[config.mk]
export PLATFORM = sky130hd
export DESIGN_NAME = multicycle_ctrl_flat
export DESIGN_NICKNAME = d
export VERILOG_FILES = /design/src/rtl/multicycle_ctrl_pkg.sv /design/src/rtl/multicycle_ctrl_if.sv /design/src/rtl/multicycle_ctrl_alu_decoder.sv /design/src/rtl/multicycle_ctrl.sv /design/src/flat_wrapper.sv
export SDC_FILE = /design/constraint.sdc
export NUM_CORES = 1
export LEC_CHECK = 0
export ABC_CLOCK_PERIOD_IN_PS = 2400
export BUFFER_PORTS_ARGS = -buffer_cell sky130_fd_sc_hd__buf_2
export CORE_MARGIN = 2
export CORE_UTILIZATION = 46
export CTS_CLUSTER_SIZE = 40
export DETAILED_ROUTE_END_ITERATION = 8
export HOLD_SLACK_MARGIN = 0.15
export PLACE_DENSITY = 0.78
export SYNTH_ARGS = -nofsm -noshare
export SYNTH_HDL_FRONTEND = slang
export SYNTH_SLANG_ARGS = --single-unit
export TNS_END_PERCENT = 100
[constraint.sdc]
create_clock -name clk -period 2.4 [get_ports clk]
set_input_delay 0.48 -clock clk [delete_from_list [all_inputs] [get_ports clk]]
set_output_delay 0.48 -clock clk [all_outputs]
set_load 0.01 [all_outputs]
[src/rtl/multicycle_ctrl_pkg.sv]
`default_nettype none
//==============================================================================
// Module      : multicycle_ctrl_pkg
// Description : Shared types and encodings for the multicycle MIPS controller:
//               FSM states, opcode/funct constants, ALU-op classes and the
//               ALU-B / PC-source mux encodings.
// Revision    : 1.0 - initial release
//==============================================================================
package multicycle_ctrl_pkg;

    typedef logic        u1;
    typedef logic [31:0] u32;

    // Controller states
    typedef enum logic [3:0] {
        S_FETCH    = 4'd0,
        S_DECODE   = 4'd1,
        S_MEMADR   = 4'd2,
        S_MEMRD    = 4'd3,
        S_MEMWB    = 4'd4,
        S_MEMWR    = 4'd5,
        S_EXECUTE  = 4'd6,
        S_ALUWB    = 4'd7,
        S_BRANCH   = 4'd8,
        S_ADDIEXEC = 4'd9,
        S_ADDIWB   = 4'd10,
        S_JUMP     = 4'd11
    } state_e;

    // ALU operation class handed to the ALU decoder; ADD is the all-zero idle value
    typedef enum logic [1:0] {
        ALUOP_ADD   = 2'b00,
        ALUOP_SUB   = 2'b01,
        ALUOP_FUNCT = 2'b10
    } aluop_e;

    // Opcodes (Instr[31:26])
    localparam logic [5:0] c_OP_RTYPE = 6'h00;
    localparam logic [5:0] c_OP_J     = 6'h02;
    localparam logic [5:0] c_OP_BEQ   = 6'h04;
    localparam logic [5:0] c_OP_BNE   = 6'h05;
    localparam logic [5:0] c_OP_ADDI  = 6'h08;
    localparam logic [5:0] c_OP_LW    = 6'h23;
    localparam logic [5:0] c_OP_SW    = 6'h2B;

    // R-type function codes (Instr[5:0])
    localparam logic [5:0] c_FUNCT_ADD = 6'h20;
    localparam logic [5:0] c_FUNCT_SUB = 6'h22;
    localparam logic [5:0] c_FUNCT_AND = 6'h24;
    localparam logic [5:0] c_FUNCT_OR  = 6'h25;
    localparam logic [5:0] c_FUNCT_SLT = 6'h2A;

    // ALU control codes
    localparam logic [2:0] c_ALUCTL_AND = 3'b000;
    localparam logic [2:0] c_ALUCTL_OR  = 3'b001;
    localparam logic [2:0] c_ALUCTL_ADD = 3'b010;
    localparam logic [2:0] c_ALUCTL_SUB = 3'b110;
    localparam logic [2:0] c_ALUCTL_SLT = 3'b111;

    // ALU B-operand select
    localparam logic [1:0] c_SRCB_REG    = 2'b00;
    localparam logic [1:0] c_SRCB_FOUR   = 2'b01;
    localparam logic [1:0] c_SRCB_IMM    = 2'b10;
    localparam logic [1:0] c_SRCB_IMMSH2 = 2'b11;

    // PC source select
    localparam logic [1:0] c_PCSRC_ALURES = 2'b00;
    localparam logic [1:0] c_PCSRC_ALUOUT = 2'b01;
    localparam logic [1:0] c_PCSRC_JUMP   = 2'b10;

endpackage
`default_nettype wire

[src/rtl/multicycle_ctrl_if.sv]
`default_nettype none
//==============================================================================
// Module      : multicycle_ctrl_if
// Description : Bundle between the multicycle controller and its datapath.
//               master = controller side, slave = datapath side.
// Revision    : 1.0 - initial release
//==============================================================================
interface multicycle_ctrl_if;
    import multicycle_ctrl_pkg::*;

    // Datapath status into the controller
    logic [5:0] op;
    logic [5:0] funct;
    u1          zero;
    u1          mem_ready;

    // Controls out of the controller
    u1          pcen;
    u1          iord;
    u1          irwrite;
    u1          memwrite;
    u1          regwrite;
    u1          regdst;
    u1          memtoreg;
    u1          alusrca;
    logic [1:0] alusrcb;
    logic [1:0] pcsrc;
    logic [2:0] alucontrol;
    u1          illegal_op;

    modport master (
        input  op, funct, zero, mem_ready,
        output pcen, iord, irwrite, memwrite, regwrite, regdst, memtoreg,
               alusrca, alusrcb, pcsrc, alucontrol, illegal_op
    );

    modport slave (
        output op, funct, zero, mem_ready,
        input  pcen, iord, irwrite, memwrite, regwrite, regdst, memtoreg,
               alusrca, alusrcb, pcsrc, alucontrol, illegal_op
    );

endinterface
`default_nettype wire

[src/rtl/multicycle_ctrl_alu_decoder.sv]
`default_nettype none
//==============================================================================
// Module      : alu_decoder
// Description : Maps the controller's ALU-op class plus the R-type funct field
//               onto the 3-bit ALU control code.
// Revision    : 1.0 - initial release
//==============================================================================
module alu_decoder
    import multicycle_ctrl_pkg::*;
(
    input  aluop_e     aluop_i,
    input  logic [5:0] funct_i,
    output logic [2:0] alucontrol_o
);

    // Fixed add/sub for address and branch work; funct selects for R-type
    always_comb begin
        alucontrol_o = c_ALUCTL_ADD;
        case (aluop_i)
            ALUOP_ADD: alucontrol_o = c_ALUCTL_ADD;
            ALUOP_SUB: alucontrol_o = c_ALUCTL_SUB;
            ALUOP_FUNCT: begin
                case (funct_i)
                    c_FUNCT_ADD: alucontrol_o = c_ALUCTL_ADD;
                    c_FUNCT_SUB: alucontrol_o = c_ALUCTL_SUB;
                    c_FUNCT_AND: alucontrol_o = c_ALUCTL_AND;
                    c_FUNCT_OR:  alucontrol_o = c_ALUCTL_OR;
                    c_FUNCT_SLT: alucontrol_o = c_ALUCTL_SLT;
                    default:     alucontrol_o = c_ALUCTL_ADD;
                endcase
            end
            default: alucontrol_o = c_ALUCTL_ADD;
        endcase
    end

endmodule
`default_nettype wire

[src/rtl/multicycle_ctrl.sv]
`default_nettype none
//==============================================================================
// Module      : multicycle_ctrl
// Description : Multicycle MIPS main controller. Two-process FSM; every
//               control output is combinational from state and inputs.
//               Write enables are gated by reset so nothing commits while the
//               controller is held in reset.
// Revision    : 1.0 - initial release
//==============================================================================
module multicycle_ctrl
    import multicycle_ctrl_pkg::*;
(
    input  logic                clk,
    input  logic                reset,   // asynchronous, active-low
    multicycle_ctrl_if.master   bus
);

    state_e     state_q;
    state_e     state_d;

    aluop_e     w_aluop;
    logic [2:0] w_alucontrol;
    u1          w_pcen;
    u1          w_iord;
    u1          w_irwrite;
    u1          w_memwrite;
    u1          w_regwrite;
    u1          w_regdst;
    u1          w_memtoreg;
    u1          w_alusrca;
    logic [1:0] w_alusrcb;
    logic [1:0] w_pcsrc;
    u1          w_illegal;

    // State register; reset returns to FETCH without waiting for a clock
    always_ff @(posedge clk or negedge reset) begin
        if (!reset) begin
            state_q <= S_FETCH;
        end else begin
            state_q <= state_d;
        end
    end

    // Next-state and control decode; everything defaults to zero / add
    always_comb begin
        state_d    = state_q;
        w_aluop    = ALUOP_ADD;
        w_pcen     = 1'b0;
        w_iord     = 1'b0;
        w_irwrite  = 1'b0;
        w_memwrite = 1'b0;
        w_regwrite = 1'b0;
        w_regdst   = 1'b0;
        w_memtoreg = 1'b0;
        w_alusrca  = 1'b0;
        w_alusrcb  = c_SRCB_REG;
        w_pcsrc    = c_PCSRC_ALURES;
        w_illegal  = 1'b0;

        case (state_q)
            S_FETCH: begin
                // PC+4 computed every cycle, only committed with the IR load
                w_alusrcb = c_SRCB_FOUR;
                if (bus.mem_ready) begin
                    w_irwrite = 1'b1;
                    w_pcen    = 1'b1;
                    state_d   = S_DECODE;
                end
            end
            S_DECODE: begin
                // Speculative branch target into ALUOut
                w_alusrcb = c_SRCB_IMMSH2;
                case (bus.op)
                    c_OP_LW, c_OP_SW:   state_d = S_MEMADR;
                    c_OP_RTYPE:         state_d = S_EXECUTE;
                    c_OP_BEQ, c_OP_BNE: state_d = S_BRANCH;
                    c_OP_ADDI:          state_d = S_ADDIEXEC;
                    c_OP_J:             state_d = S_JUMP;
                    default: begin
                        w_illegal = 1'b1;
                        state_d   = S_FETCH;
                    end
                endcase
            end
            S_MEMADR: begin
                w_alusrca = 1'b1;
                w_alusrcb = c_SRCB_IMM;
                state_d   = (bus.op == c_OP_LW) ? S_MEMRD : S_MEMWR;
            end
            S_MEMRD: begin
                w_iord = 1'b1;
                if (bus.mem_ready) begin
                    state_d = S_MEMWB;
                end
            end
            S_MEMWR: begin
                // Store is presented until memory accepts it
                w_iord     = 1'b1;
                w_memwrite = 1'b1;
                if (bus.mem_ready) begin
                    state_d = S_FETCH;
                end
            end
            S_MEMWB: begin
                w_memtoreg = 1'b1;
                w_regwrite = 1'b1;
                state_d    = S_FETCH;
            end
            S_EXECUTE: begin
                w_alusrca = 1'b1;
                w_aluop   = ALUOP_FUNCT;
                state_d   = S_ALUWB;
            end
            S_ALUWB: begin
                w_regdst   = 1'b1;
                w_regwrite = 1'b1;
                state_d    = S_FETCH;
            end
            S_BRANCH: begin
                // beq takes on equal, bne on not-equal
                w_alusrca = 1'b1;
                w_aluop   = ALUOP_SUB;
                w_pcsrc   = c_PCSRC_ALUOUT;
                w_pcen    = (bus.op == c_OP_BEQ) ? bus.zero : ~bus.zero;
                state_d   = S_FETCH;
            end
            S_ADDIEXEC: begin
                w_alusrca = 1'b1;
                w_alusrcb = c_SRCB_IMM;
                state_d   = S_ADDIWB;
            end
            S_ADDIWB: begin
                w_regwrite = 1'b1;
                state_d    = S_FETCH;
            end
            S_JUMP: begin
                w_pcsrc = c_PCSRC_JUMP;
                w_pcen  = 1'b1;
                state_d = S_FETCH;
            end
            default: begin
                state_d = S_FETCH;
            end
        endcase
    end

    alu_decoder u_alu_decoder (
        .aluop_i      (w_aluop),
        .funct_i      (bus.funct),
        .alucontrol_o (w_alucontrol)
    );

    // Commit-type outputs are forced low while reset is asserted
    assign bus.pcen       = w_pcen     & reset;
    assign bus.irwrite    = w_irwrite  & reset;
    assign bus.memwrite   = w_memwrite & reset;
    assign bus.regwrite   = w_regwrite & reset;
    assign bus.illegal_op = w_illegal  & reset;

    assign bus.iord       = w_iord;
    assign bus.regdst     = w_regdst;
    assign bus.memtoreg   = w_memtoreg;
    assign bus.alusrca    = w_alusrca;
    assign bus.alusrcb    = w_alusrcb;
    assign bus.pcsrc      = w_pcsrc;
    assign bus.alucontrol = w_alucontrol;

endmodule
`default_nettype wire

[src/flat_wrapper.sv]
// flat-port wrapper written by rule: the top's interface ports become plain ports
module multicycle_ctrl_flat import multicycle_ctrl_pkg::*;
  (clk, reset, bus_op, bus_funct, bus_zero, bus_mem_ready, bus_pcen, bus_iord, bus_irwrite, bus_memwrite, bus_regwrite, bus_regdst, bus_memtoreg, bus_alusrca, bus_alusrcb, bus_pcsrc, bus_alucontrol, bus_illegal_op);
  multicycle_ctrl_if bus_i ();
  input  logic clk;
  input  logic reset;
  input wire logic [$bits(bus_i.op)-1:0] bus_op;
  input wire logic [$bits(bus_i.funct)-1:0] bus_funct;
  input wire logic [$bits(bus_i.zero)-1:0] bus_zero;
  input wire logic [$bits(bus_i.mem_ready)-1:0] bus_mem_ready;
  output wire logic [$bits(bus_i.pcen)-1:0] bus_pcen;
  output wire logic [$bits(bus_i.iord)-1:0] bus_iord;
  output wire logic [$bits(bus_i.irwrite)-1:0] bus_irwrite;
  output wire logic [$bits(bus_i.memwrite)-1:0] bus_memwrite;
  output wire logic [$bits(bus_i.regwrite)-1:0] bus_regwrite;
  output wire logic [$bits(bus_i.regdst)-1:0] bus_regdst;
  output wire logic [$bits(bus_i.memtoreg)-1:0] bus_memtoreg;
  output wire logic [$bits(bus_i.alusrca)-1:0] bus_alusrca;
  output wire logic [$bits(bus_i.alusrcb)-1:0] bus_alusrcb;
  output wire logic [$bits(bus_i.pcsrc)-1:0] bus_pcsrc;
  output wire logic [$bits(bus_i.alucontrol)-1:0] bus_alucontrol;
  output wire logic [$bits(bus_i.illegal_op)-1:0] bus_illegal_op;
  assign bus_i.op = bus_op;
  assign bus_i.funct = bus_funct;
  assign bus_i.zero = bus_zero;
  assign bus_i.mem_ready = bus_mem_ready;
  assign bus_pcen = bus_i.pcen;
  assign bus_iord = bus_i.iord;
  assign bus_irwrite = bus_i.irwrite;
  assign bus_memwrite = bus_i.memwrite;
  assign bus_regwrite = bus_i.regwrite;
  assign bus_regdst = bus_i.regdst;
  assign bus_memtoreg = bus_i.memtoreg;
  assign bus_alusrca = bus_i.alusrca;
  assign bus_alusrcb = bus_i.alusrcb;
  assign bus_pcsrc = bus_i.pcsrc;
  assign bus_alucontrol = bus_i.alucontrol;
  assign bus_illegal_op = bus_i.illegal_op;
  multicycle_ctrl u_core (.clk(clk), .reset(reset), .bus(bus_i));
endmodule
# --- Word-level counts from Yosys, hierarchy flattened ---
# Index checks and enable logic that the tools add are counted.
classes:
  n_bitwise: 6
  n_reduce_logical: 10
  n_eq_ne: 26
  muxes: 23
op_table:
  columns: ["cell", "n"]
  rows:
  - ["6-bit equality test, second input constant", 6]
  - ["4-bit one-hot mux with 7 select lines", 1]
  - ["4-bit one-hot mux with 5 select lines", 1]
  - ["4-bit by 3-bit equality test with 1-bit output, second input constant", 4]
  - ["4-bit equality test, second input constant", 4]
  - ["6-bit by 3-bit equality test with 1-bit output, second input constant", 2]
  - ["4-bit 2-to-1 mux", 3]
  - ["3-bit one-hot mux with 4 select lines", 1]
  - ["1-bit 2-to-1 mux", 11]
  - ["4-bit by 2-bit equality test with 1-bit output, second input constant", 2]
  - ["2-bit one-hot mux with 2 select lines", 2]
  - ["2-bit OR reduction", 4]
  - ["7-bit OR reduction", 1]
  - ["6-bit by 2-bit equality test with 1-bit output, second input constant", 1]
  - ["6-bit by 4-bit equality test with 1-bit output, second input constant", 1]
  - ["6-bit logical NOT", 1]
  - ["2-bit inequality test, second input constant", 3]
  - ["2-bit one-hot mux with 3 select lines", 1]
  - ["3-bit one-hot mux with 2 select lines", 1]
  - ["1-bit bitwise AND", 5]
  - ["4-bit by 1-bit equality test with 1-bit output, second input constant", 1]
  - ["4-bit logical NOT", 1]
  - ["4-bit OR reduction", 1]
  - ["3-bit 2-to-1 mux", 1]
  - ["6 further kinds", 6]
totals:
  input_bits: 16
  output_inout_bits: 16
  regBits: 4

# --- Longest topological paths before layout ---
# Gate-level depths: netlist (run 1).
depth:
  depth_word: 5
  ltp_mapped: 7
  mapped_depth_nobuf: 6

# --- By module ---
# A second synthesis (run 1) with hierarchy kept.
hier_totals:
  hier_cells: 96
  area_unflattened_um2: 699.4
by_module_without_submodules:
  columns: ["mod", "area_per_inst_um2", "instances", "cells_each", "seq_area_each_um2"]
  rows:
  - ["multicycle_ctrl", 580.6, 1, 81, 100.1]
  - ["alu_decoder", 118.9, 1, 15, 0.0]

# --- Worst setup path after synthesis (run 1) ---
# Ideal clock, no wire load.
synth_timing:
  path_kind: "input port to output port"
  from: "input bus_op[3]"
  to: "output bus_pcen"
  stages: 4
  arrival_ns: 1.783
  slack_ns: 0.137
  cell_sequence: "buf_6 or4b_4 or4_1 a41o_1"
synth_between:
  elab_chain_cells: 4
synth_lines:
  columns: ["element", "line_no", "rtl"]
  rows:
  - ["start: declaration", "flat_wrapper.sv:7", "input wire logic [$bits(bus_i.op)-1:0] bus_op;"]
  - ["6-bit by 3-bit equality test with 1-bit output", "multicycle_ctrl.sv:124", "w_pcen = (bus.op == c_OP_BEQ) ? bus.zero : ~bus.zero;"]
  - ["1-bit 2-to-1 mux", "multicycle_ctrl.sv:124", null]
  - ["1-bit one-hot mux with 3 select lines", "multicycle_ctrl.sv:60", "case (state_q)"]
  - ["1-bit bitwise AND", "multicycle_ctrl.sv:154", "assign bus.pcen = w_pcen & reset;"]
  - ["end: declaration", "flat_wrapper.sv:11", "output wire logic [$bits(bus_i.pcen)-1:0] bus_pcen;"]
# Every way passes these cells.

# --- Final worst setup path (run 1) ---
layout_timing:
  from: "input bus_op[5]"
  to: "output bus_pcen"
# Same word-level chain as after synthesis.

==> results.toml, run 1 <==
[clock_network]
tritoncts = "built"
cts_max_path_buffers = 2
clkSinkCount = 4
cts_htree_levels = 1
clkTransAtPathRegs_ns = 0.04
clk-insertion-delay-late_ns = 0.23
total_clock_buffers_created_by_cts = 3
cts_root_buf = "sky130_fd_sc_hd__clkbuf_4"
cts_setup_buffers = 0

[logic_synthesis]
number_of_distinct_library_cell_variants_in_the_gate_level_netlist_after_synthesis = 46
async_flop_share_pct = 100
synthesis.nets = 120
avgSynthCellArea_um2 = 7.09
postSynth.topFlopCell = "sky130_fd_sc_hd__dfrtp_1"
post_synth_instance_area_um2 = 723
synth-warning-count = 0
netlist_top_cells_area = "sky130_fd_sc_hd__dfrtp_1 (14%), sky130_fd_sc_hd__nand2b_1 (9.5%), sky130_fd_sc_hd__nor2_1 (5.2%)"
synthesis.instances = 102
ys_seq_elements = 4
proportion_of_synthesized_chip_area_in_sequential_cells_pct = 13.8
count_of_flip_flops_with_a_built_in_enable_after_synthesis = 0
synth_top_area_share_pct = 13.8
most_area_hungry_cell_type_in_the_yosys_netlist = "sky130_fd_sc_hd__dfrtp_1"

[timing]
drv_slew = 0
final.period_utilization_pct = 97.8
post-route-min-period_ns = 2.35
achievable-frequency_mhz = 426
hold-worst-slack_ns = 0.661
final-setup-viol-count = 0
worst_pin_slew_ns = 0.326
timing.max_slew.rel_slack_pct = 78.0
hold_viol = 0
finalClockSkew_ns = 0.000608

[global_route]
grt_overflow_total = 0
first_global_vias = 855
antenna_found_initial = 0
groute.usage.overall_pct = 23.9
grt_first_pass_wirelength_um = 3570
largest_net_degree_at_the_start_of_global_routing = 14

[drt]
detail_route.first_pass.iterations = 4
wl_um = 2090
detail_route.vias_per_cell = 6.12
initialDrtViolationCount = 24
ant_nets = 0
detail_route.drc_violations = 0
post_drt_wl_per_cell_um = 13.7
detailroute.via_count = 937

[finish]
most-common-layout-cells = "sky130_fd_sc_hd__buf_2 (30), sky130_fd_sc_hd__nand2b_1 (10), sky130_fd_sc_hd__nor2_1 (10), sky130_fd_sc_hd__inv_1 (8), sky130_fd_sc_hd__buf_4 (8)"
layout.nets = 157
area_delta_synth_final_pct = 35.1
largest_register = "u_core.state_q"
top_regs = "u_core.state_q: 4 flops"
layout-drive-gt1-share_pct = 35.8
layout.core_utilization_pct = 65.6
insertedDiodeCount = 0
largest_register_ff_count = 4
final_common_cell = "sky130_fd_sc_hd__buf_2"

[critical_path]
timing.critical_path.required_ns = 1.92
worst_path_max_delay_cell = "sky130_fd_sc_hd__or4b_4"
timing.critical_path.arrival_ns = 1.87
critPathLaunchType = "primary input"
cp_num_buf_inv = 2
worst_path_dominant_cell_family = "simple AND/OR/NAND/NOR gates"
critPathKind = "primary input to output pin"
setup.worst_path.end_class = "output pin"
critical_path.cell_chain = "buf_6 -> or4b_4 -> or4_4 -> a41o_1 -> buf_2"
critPathMaxFanout = 3
critPathMaxStageDelay_ns = 0.53

[pwr]
power_density_nw_per_um2 = 674
power_report.internal_total_w = 0.000361
p_seq_share_pct = 18.3
cellLeakagePower_nw = 0.450
peakVddDrop_v = 0.000298
power_switching_w = 0.000298
clock_power_share_pct = 12.4
share_comb_of_total_power_pct = 69.2
power.share.switching_pct = 45.3

[floorplan]
initial_core_utilization_pct = 48.6
die-height_um = 43.7
placeableCoreArea_um2 = 1490
total_die_area_um2 = 1910
rows = 14
die_w_um = 43.7
number_of_primary_i_o_pins = 32

[hold_path]
worst_hold_path_type = "primary input to asynchronous set/reset pin"

[status]
run_status = "finished, final reports clean"

[placed_design]
place_hpwl_um = 1620
gp_routability_congestion = 0.840
buffer_ports.inserted = 31

[run]
count_of_maximum_capacitance_violations = 0
[synth_stat cells, types with 2 or more instances]
cell                       number
sky130_fd_sc_hd__nor2_1        10
sky130_fd_sc_hd__a31oi_1        2
sky130_fd_sc_hd__nand2_1        2
sky130_fd_sc_hd__nor3b_1        4
sky130_fd_sc_hd__xnor2_1        2
sky130_fd_sc_hd__nor2b_1        3
sky130_fd_sc_hd__dfrtp_1        4
sky130_fd_sc_hd__a21oi_1        6
sky130_fd_sc_hd__inv_1          8
sky130_fd_sc_hd__clkbuf_1       6
sky130_fd_sc_hd__nor3_1         5
sky130_fd_sc_hd__nand3_1        3
sky130_fd_sc_hd__ha_1           2
sky130_fd_sc_hd__a21o_1         2
sky130_fd_sc_hd__nor4_1         2
sky130_fd_sc_hd__nand2b_1      11
[power by group through the flow]
| stage | registers [W] | clock network (W) | logic (W) |
|---|---|---|---|
| global route | 0.000125 | 0.0000857 | 0.000502 |
| detailed placement | 0.000116 | 0 | 0.000442 |
| CTS | 0.000116 | 0.0000821 | 0.000446 |
| global placement | 0.000114 | 0 | 0.000434 |
| floorplan | 0.000104 | 0 | 0.000298 |
| finish | 0.000121 | 0.0000820 | 0.000456 |
[kinds of logic after synthesis]
family,after synthesis,share of synthesized area [%]
buf+inv,16,9.51
xor+xnor,2,2.42
simple gates,52,43.9
compound gates,25,25.4
fa+ha+maj,3,4.84
flops,4,13.8
[per-layer routing]
metal,vias up,part of all wire [%],track usage [%]
li1,452,-,-
met2,47,52,47.1
met3,6,7.3,0
met4,0,2.1,9.09
met1,432,38,26.9
met5,-,0,0
[repair_timing]
action / CTS / global route
hold buffers: 1 / 0
endpoints found under the hold margin: 4 / 0
setup endpoints to repair: 0 / 4
gates resized for setup: 0 / 6
[area by class of cell]
type,count,area [um^2]
timing repair buffer,40,231
clock buffer,3,22.5
tap,16,20.0
multi-input combinational,82,572
fill,145,512
sequential,4,101
inverter,8,30.0
[worst paths after layout]
path                            depth (start not counted)                       endpoint                          start  slack [ns]
max in group asynchronous                               2  u_core.state_q[1]$_DFFE_PN0P_                          reset        1.56
worst max-delay path                                    5                       bus_pcen                      bus_op[5]        0.05
min in group clk                                        4  u_core.state_q[0]$_DFFE_PN0P_                      bus_op[4]        0.67
worst min register to register                          2  u_core.state_q[0]$_DFFE_PN0P_  u_core.state_q[3]$_DFFE_PN0P_        0.73
worst min-delay path                                    2  u_core.state_q[2]$_DFFE_PN0P_                          reset        0.66
worst max register to register                          4  u_core.state_q[2]$_DFFE_PN0P_  u_core.state_q[0]$_DFFE_PN0P_        0.73
[stage by stage]
step	instance area (um^2)	power (W)	setup WS (ns)	setup TNS, ns	instances
5_1_grt	977	0.000713	-0.0101	-0.0101	153
3_3_place_gp	920	0.000548	0.0353	0	149
6_report	977	0.000659	0.0523	0	153
4_1_cts	952	0.000644	0.0181	0	153
2_1_floorplan	723	0.000402	0.137	0	102
3_5_place_dp	920	0.000558	0.0253	0	149
[worst reg2reg max path, cell delays in order, from the launching register on]
cell and delay, ns:
sky130_fd_sc_hd__dfrtp_1 0.46, sky130_fd_sc_hd__buf_4 0.20, sky130_fd_sc_hd__or3b_1 0.37, sky130_fd_sc_hd__a311o_1 0.37
sky130_fd_sc_hd__a32oi_1 0.19
Note: power is estimated with default switching activity, not from simulation.
==> run 2, diff against run 1 <==
--- a/config.mk
+++ b/config.mk
@@ -8,11 +8,11 @@
 export ABC_CLOCK_PERIOD_IN_PS = 2400
 export BUFFER_PORTS_ARGS = -buffer_cell sky130_fd_sc_hd__buf_2
 export CORE_MARGIN = 2
-export CORE_UTILIZATION = 46
+export CORE_UTILIZATION = 40
 export CTS_CLUSTER_SIZE = 40
 export DETAILED_ROUTE_END_ITERATION = 8
 export HOLD_SLACK_MARGIN = 0.15
-export PLACE_DENSITY = 0.78
+export PLACE_DENSITY = 0.69
 export SYNTH_ARGS = -nofsm -noshare
 export SYNTH_HDL_FRONTEND = slang
 export SYNTH_SLANG_ARGS = --single-unit
==> results.toml, run 2 (synthesis results as in run 1) <==
[timing]
hold_viol = 0
timing.max_slew.rel_slack_pct = 75.3
finalClockSkew_ns = 0.00396
drv_slew = 0
rsz0062_at_grt = "false"
worst_pin_slew_ns = 0.366
setup_total_negative_slack_ns = 0
final.period_utilization_pct = 98.2
final-setup-viol-count = 0
achievable-frequency_mhz = 424
post-route-min-period_ns = 2.36

[floorplan]
total_die_area_um2 = 2160
rows = 15
die-height_um = 46.5
placeableCoreArea_um2 = 1710
initial_core_utilization_pct = 42.3
die_w_um = 46.5
number_of_primary_i_o_pins = 32

[global_route]
grt_first_pass_wirelength_um = 3040
grt_overflow_total = 0
largest_net_degree_at_the_start_of_global_routing = 14
antenna_found_initial = 0
groute.usage.overall_pct = 18.9
first_global_vias = 721

[critical_path]
timing.critical_path.required_ns = 1.92
critPathMaxFanout = 5
critPathKind = "primary input to output pin"
ff2ff_path_depth = 4
critPathLaunchType = "primary input"
setup.worst_path.end_class = "output pin"
r2r-start = "u_core.state_q[1]$_DFFE_PN0P_"
regToRegEndpoint = "u_core.state_q[2]$_DFFE_PN0P_"
timing.critical_path.arrival_ns = 1.88
ff2ff_setup_slack_ns = 0.71

[finish]
top_regs = "u_core.state_q: 4 flops"
seqCellArea_um2 = 100
fillerInstances = 180
largest_register_ff_count = 4
largest_register = "u_core.state_q"
layout.nets = 157
most-common-layout-cells = "sky130_fd_sc_hd__buf_2 (30), sky130_fd_sc_hd__nand2b_1 (11), sky130_fd_sc_hd__nor2_1 (10), sky130_fd_sc_hd__inv_1 (8), sky130_fd_sc_hd__buf_4 (8)"
final_common_cell = "sky130_fd_sc_hd__buf_2"
area_delta_synth_final_pct = 35.5
layout-drive-gt1-share_pct = 34.3
post_layout_nonfiller_instances = 162
insertedDiodeCount = 0
multiInputGateArea_um2 = 564

[clock_network]
cts_max_path_buffers = 2
cts_htree_levels = 1
cts_setup_buffers = 0
clk-insertion-delay-late_ns = 0.24
tritoncts = "built"
clkTransAtPathRegs_ns = 0.04
cts_root_buf = "sky130_fd_sc_hd__clkbuf_4"
total_clock_buffers_created_by_cts = 3
clkSinkCount = 4

[drt]
detailroute.via_count = 903
initialDrtViolationCount = 31
ant_nets = 0
detail_route.first_pass.iterations = 4
wl_um = 2040
detail_route.vias_per_cell = 5.57
detail_route.drc_violations = 0
post_drt_wl_per_cell_um = 12.6

[pwr]
share_comb_of_total_power_pct = 70.7
peakVddDrop_v = 0.000259
power_report.internal_total_w = 0.000355
power.share.switching_pct = 45.5
power_switching_w = 0.000296
power_density_nw_per_um2 = 665
clock_power_share_pct = 13.0
cellLeakagePower_nw = 0.450
p_seq_share_pct = 16.3

[hold_path]
hold-path-cell-count = 4
min_from = "bus_op[5]"
worstHoldEndpoint = "u_core.state_q[2]$_DFFE_PN0P_"
worst_hold_path_type = "primary input to flip-flop"

[placed_design]
dpl.cell_count = 158
place_hpwl_um = 1530
buffer_ports.inserted = 31
gp_routability_congestion = 0.810

[status]
run_status = "finished, final reports clean"

[run]
count_of_maximum_capacitance_violations = 0
-- run 2: cell types whose count changed in the layout (fill, tap and decap cells not counted) --
| cell | previous run | this run |
|---|---|---|
| sky130_fd_sc_hd__dfrtp_1 | 3 | 4 |
| sky130_fd_sc_hd__dfrtp_2 | 1 | 0 |
| sky130_fd_sc_hd__nand2b_1 | 10 | 11 |
| sky130_fd_sc_hd__nand2b_4 | 1 | 0 |
-- run 2: worst max path at each step --
| stage | from | end | slack [ns] | cells after the start |
|---|---|---|---|---|
| global route | u_core.state_q[3]$_DFFE_PN0P_ | bus_alucontrol[0] | 0.001 | 6 |
| floorplan | bus_op[3] | bus_pcen | 0.14 | 4 |
| detailed placement | bus_op[5] | bus_pcen | 0.02 | 5 |
| finish | bus_op[5] | bus_pcen | 0.04 | 5 |
| CTS | bus_op[5] | bus_pcen | 0.02 | 5 |
| global placement | bus_op[5] | bus_pcen | 0.03 | 5 |
-- run 2: layer usage --
layer,share of wire [%],GRT usage [%],wire (um)
met4,1.3,3.43,26
met5,0,0,0
met3,8.4,1.18,172
met2,50,34.4,1020
met1,40,24.4,823
-- run 2: final cells by class --
class	count	share of cell area [%]
multi-input combinational	82	57.6
clock buffer	3	2.30
tap	25	3.19
sequential	4	10.2
timing repair buffer	40	23.6
inverter	8	3.07
-- run 2: power groups by stage --
stage / registers, W / logic, W / clock network [W]
after floorplan: 0.000104 / 0.000298 / 0
after global placement: 0.000107 / 0.000445 / 0
after detailed placement: 0.000107 / 0.000452 / 0
after CTS: 0.000107 / 0.000457 / 0.0000855
after global routing: 0.000111 / 0.000506 / 0.0000910
final: 0.000106 / 0.000460 / 0.0000846
-- run 2: repair_timing --
action                                  in CTS  in global routing
hold buffers                                 1                  0
endpoints found under the setup margin       0                  2
gates resized for setup                      0                  4
hold endpoints to repair                     4                  0
-- run 2: critical path: stages --
cell and delay [ns]:
sky130_fd_sc_hd__buf_6 0.10, sky130_fd_sc_hd__or4b_4 0.54, sky130_fd_sc_hd__or4_4 0.41, sky130_fd_sc_hd__a41o_1 0.21
sky130_fd_sc_hd__buf_2 0.13
-- run 2: metrics by stage --
stage | hold WS [ns] | cell area (um^2) | setup WS, ns | utilization [%] | total power (W)
after floorplan | 0.184 | 723 | 0.137 | - | 0.000402
after global placement | 0.330 | 931 | 0.0313 | 54.5 | 0.000552
after detailed placement | 0.331 | 931 | 0.0217 | 54.5 | 0.000560
after CTS | 0.616 | 963 | 0.0170 | 56.4 | 0.000649
after global routing | 0.618 | 980 | 0.00137 | 57.4 | 0.000708
final | 0.594 | 980 | 0.0439 | 57.4 | 0.000651
==> run 3, diff against run 2 <==
--- a/config.mk
+++ b/config.mk
@@ -7,13 +7,14 @@
 export LEC_CHECK = 0
 export ABC_CLOCK_PERIOD_IN_PS = 2400
 export BUFFER_PORTS_ARGS = -buffer_cell sky130_fd_sc_hd__buf_2
+export CORE_ASPECT_RATIO = 0.75
 export CORE_MARGIN = 2
-export CORE_UTILIZATION = 40
+export CORE_UTILIZATION = 30
 export CTS_CLUSTER_SIZE = 40
 export DETAILED_ROUTE_END_ITERATION = 8
 export HOLD_SLACK_MARGIN = 0.15
-export PLACE_DENSITY = 0.69
 export SYNTH_ARGS = -nofsm -noshare
 export SYNTH_HDL_FRONTEND = slang
+export SYNTH_HIERARCHICAL = 1
 export SYNTH_SLANG_ARGS = --single-unit
 export TNS_END_PERCENT = 100
==> results.toml, run 3 <==
[critical_path]
cp_num_buf_inv = 2
regToRegEndpoint = "u_core/state_q[2]$_DFFE_PN0P_"
setup.worst_path.end_class = "output pin"
critPathLaunchType = "flip-flop"
timing.critical_path.required_ns = 1.92
critPathMaxFanout = 11
critPathMaxStageDelay_ns = 0.33
worst_path_dominant_cell_family = "simple AND/OR/NAND/NOR gates"
ff2ff_setup_slack_ns = 0.63
critPathKind = "flip-flop to output pin"
r2r-start = "u_core/state_q[1]$_DFFE_PN0P_"
ff2ff_path_depth = 4
timing.critical_path.arrival_ns = 1.80
critical_path.cell_chain = "buf_4 -> nand2b_1 -> nor2_2 -> ha_4 -> nand4bb_4 -> o22ai_1 -> buf_2"
worst_path_max_delay_cell = "sky130_fd_sc_hd__dfrtp_1"

[logic_synthesis]
async_flop_share_pct = 100
synth_top_cells_by_count = "sky130_fd_sc_hd__nor2_1 (12), sky130_fd_sc_hd__nor3_1 (8), sky130_fd_sc_hd__clkbuf_1 (6), sky130_fd_sc_hd__inv_1 (6)"
post-synth-top-count-cell = "sky130_fd_sc_hd__nor2_1"
ys_seq_elements = 4
netlist_top_cells_area = "sky130_fd_sc_hd__dfrtp_1 (14%), sky130_fd_sc_hd__nor2_1 (6.4%), sky130_fd_sc_hd__nor3_1 (5.7%)"
synthesis.nets = 114
postSynth.topFlopCell = "sky130_fd_sc_hd__dfrtp_1"
synthesis.instances = 96
count_of_flip_flops_with_a_built_in_enable_after_synthesis = 0
number_of_distinct_library_cell_variants_in_the_gate_level_netlist_after_synthesis = 38
post_synth_instance_area_um2 = 699
proportion_of_synthesized_chip_area_in_sequential_cells_pct = 14.3
synth-warning-count = 6
most_area_hungry_cell_type_in_the_yosys_netlist = "sky130_fd_sc_hd__dfrtp_1"
avgSynthCellArea_um2 = 7.29
synth_top_area_share_pct = 14.3

[finish]
layout-drive-gt1-share_pct = 41.2
final_common_cell = "sky130_fd_sc_hd__buf_2"
largest_register_ff_count = 4
area_delta_synth_final_pct = 41.3
layout.core_utilization_pct = 43.9
insertedDiodeCount = 0
largest_register = "u_core/state_q"
most-common-layout-cells = "sky130_fd_sc_hd__buf_2 (31), sky130_fd_sc_hd__nor2_1 (11), sky130_fd_sc_hd__buf_4 (7), sky130_fd_sc_hd__nor3_1 (7), sky130_fd_sc_hd__inv_1 (6)"
top_regs = "u_core/state_q: 4 flops"
layout.nets = 151

[drt]
detail_route.drc_violations = 0
ant_nets = 0
initialDrtViolationCount = 45
detail_route.vias_per_cell = 5.46
post_drt_wl_per_cell_um = 13.0
detail_route.first_pass.iterations = 5
wl_um = 2030
detailroute.via_count = 852

[floorplan]
total_die_area_um2 = 2740
number_of_primary_i_o_pins = 32
die-height_um = 45.8
rows = 15
placeableCoreArea_um2 = 2250
initial_core_utilization_pct = 31.1
die_w_um = 59.8

[timing]
rsz0062_at_grt = "false"
setup_total_negative_slack_ns = 0
finalClockSkew_ns = 0.00213
final-setup-viol-count = 0
timing.max_slew.rel_slack_pct = 78.7
final.period_utilization_pct = 94.9
hold_viol = 0
worst_pin_slew_ns = 0.316
achievable-frequency_mhz = 439
drv_slew = 0
post-route-min-period_ns = 2.28

[clock_network]
cts_htree_levels = 1
clkTransAtPathRegs_ns = 0.04
total_clock_buffers_created_by_cts = 3
cts_root_buf = "sky130_fd_sc_hd__clkbuf_4"
cts_max_path_buffers = 2
clk-insertion-delay-late_ns = 0.23
tritoncts = "built"
clkSinkCount = 4

[status]
run_status = "finished, final reports clean"

[global_route]
grt_overflow_total = 0
largest_net_degree_at_the_start_of_global_routing = 17
antenna_found_initial = 0
groute.usage.overall_pct = 15.5
grt_first_pass_wirelength_um = 3220
first_global_vias = 768

[hold_path]
worst_hold_path_type = "primary input to asynchronous set/reset pin"

[pwr]
power_density_nw_per_um2 = 551
cellLeakagePower_nw = 0.439
peakVddDrop_v = 0.000321

[run]
count_of_maximum_capacitance_violations = 0

[placed_design]
gp_routability_congestion = 0.849
buffer_ports.inserted = 31
place_hpwl_um = 1600
-- run 3: per-layer routing --
metal | vias up | GRT usage, % | part of all wire, % | routed length (um)
li1 | 430 | - | - | -
met1 | 396 | 21.6 | 50 | 1010
met2 | 26 | 25.0 | 46 | 925
met3 | 0 | 1.70 | 4.7 | 95
met4 | 0 | 5.33 | 0 | 0
met5 | - | 0 | 0 | 0
-- run 3: cell type report --
type / count / area, um^2
Fill cell: 229 / 1260
Clock buffer: 3 / 22.5
Timing Repair Buffer: 39 / 218
Tap cell: 25 / 31.3
Multi-Input combinational cell: 79 / 594
Inverter: 6 / 22.5
Sequential cell: 4 / 100
-- run 3: how the worst max path moves through the flow --
| stage | slack [ns] | start | end | cells past startpoint |
|---|---|---|---|---|
| floorplan | 0.03 | u_core/state_q[1]$_DFFE_PN0P_ | bus_alucontrol[2] | 7 |
| global placement | 0.19 | bus_op[0] | bus_pcen | 5 |
| detailed placement | 0.20 | bus_op[0] | bus_pcen | 5 |
| CTS | 0.03 | u_core/state_q[2]$_DFFE_PN0P_ | bus_alucontrol[2] | 7 |
| global route | 0.002 | u_core/state_q[2]$_DFFE_PN0P_ | bus_alucontrol[2] | 7 |
| finish | 0.12 | u_core/state_q[2]$_DFFE_PN0P_ | bus_alucontrol[2] | 7 |
-- run 3: what timing repair did --
item	CTS	global route
endpoints found under the setup margin	2	2
hold buffers	1	0
pin swaps	0	4
hold endpoints to repair	4	0
setup buffers	0	1
gates resized for setup	1	5
-- run 3: power by group --
group	internal [W]	switching (W)	leakage [nW]
Combinational	0.000158	0.000210	0.371
Clock	0.0000558	0.0000247	0.0138
Sequential	0.0000830	0.0000131	0.0542
-- run 3: cell families after synthesis --
family	Yosys count	synth area share, %
AO/OA/AOI/OAI	21	23.6
XOR/XNOR	2	2.50
adder cells (fa/ha/maj)	2	3.58
buffers and inverters	13	7.51
flip-flops	4	14.3
multiplexers	2	3.04
AND/OR/NAND/NOR	52	45.4
-- run 3: through the flow --
step	instance area, um^2	worst slack (ns)	std cells	power, W	hold slack [ns]
floorplan	699	0.0348	96	0.000326	0.184
global placement	901	0.190	151	0.000443	0.325
detailed placement	901	0.196	151	0.000449	0.328
CTS	938	0.0342	155	0.000537	0.614
global route	988	0.00213	156	0.000602	0.640
finish	988	0.122	156	0.000545	0.619
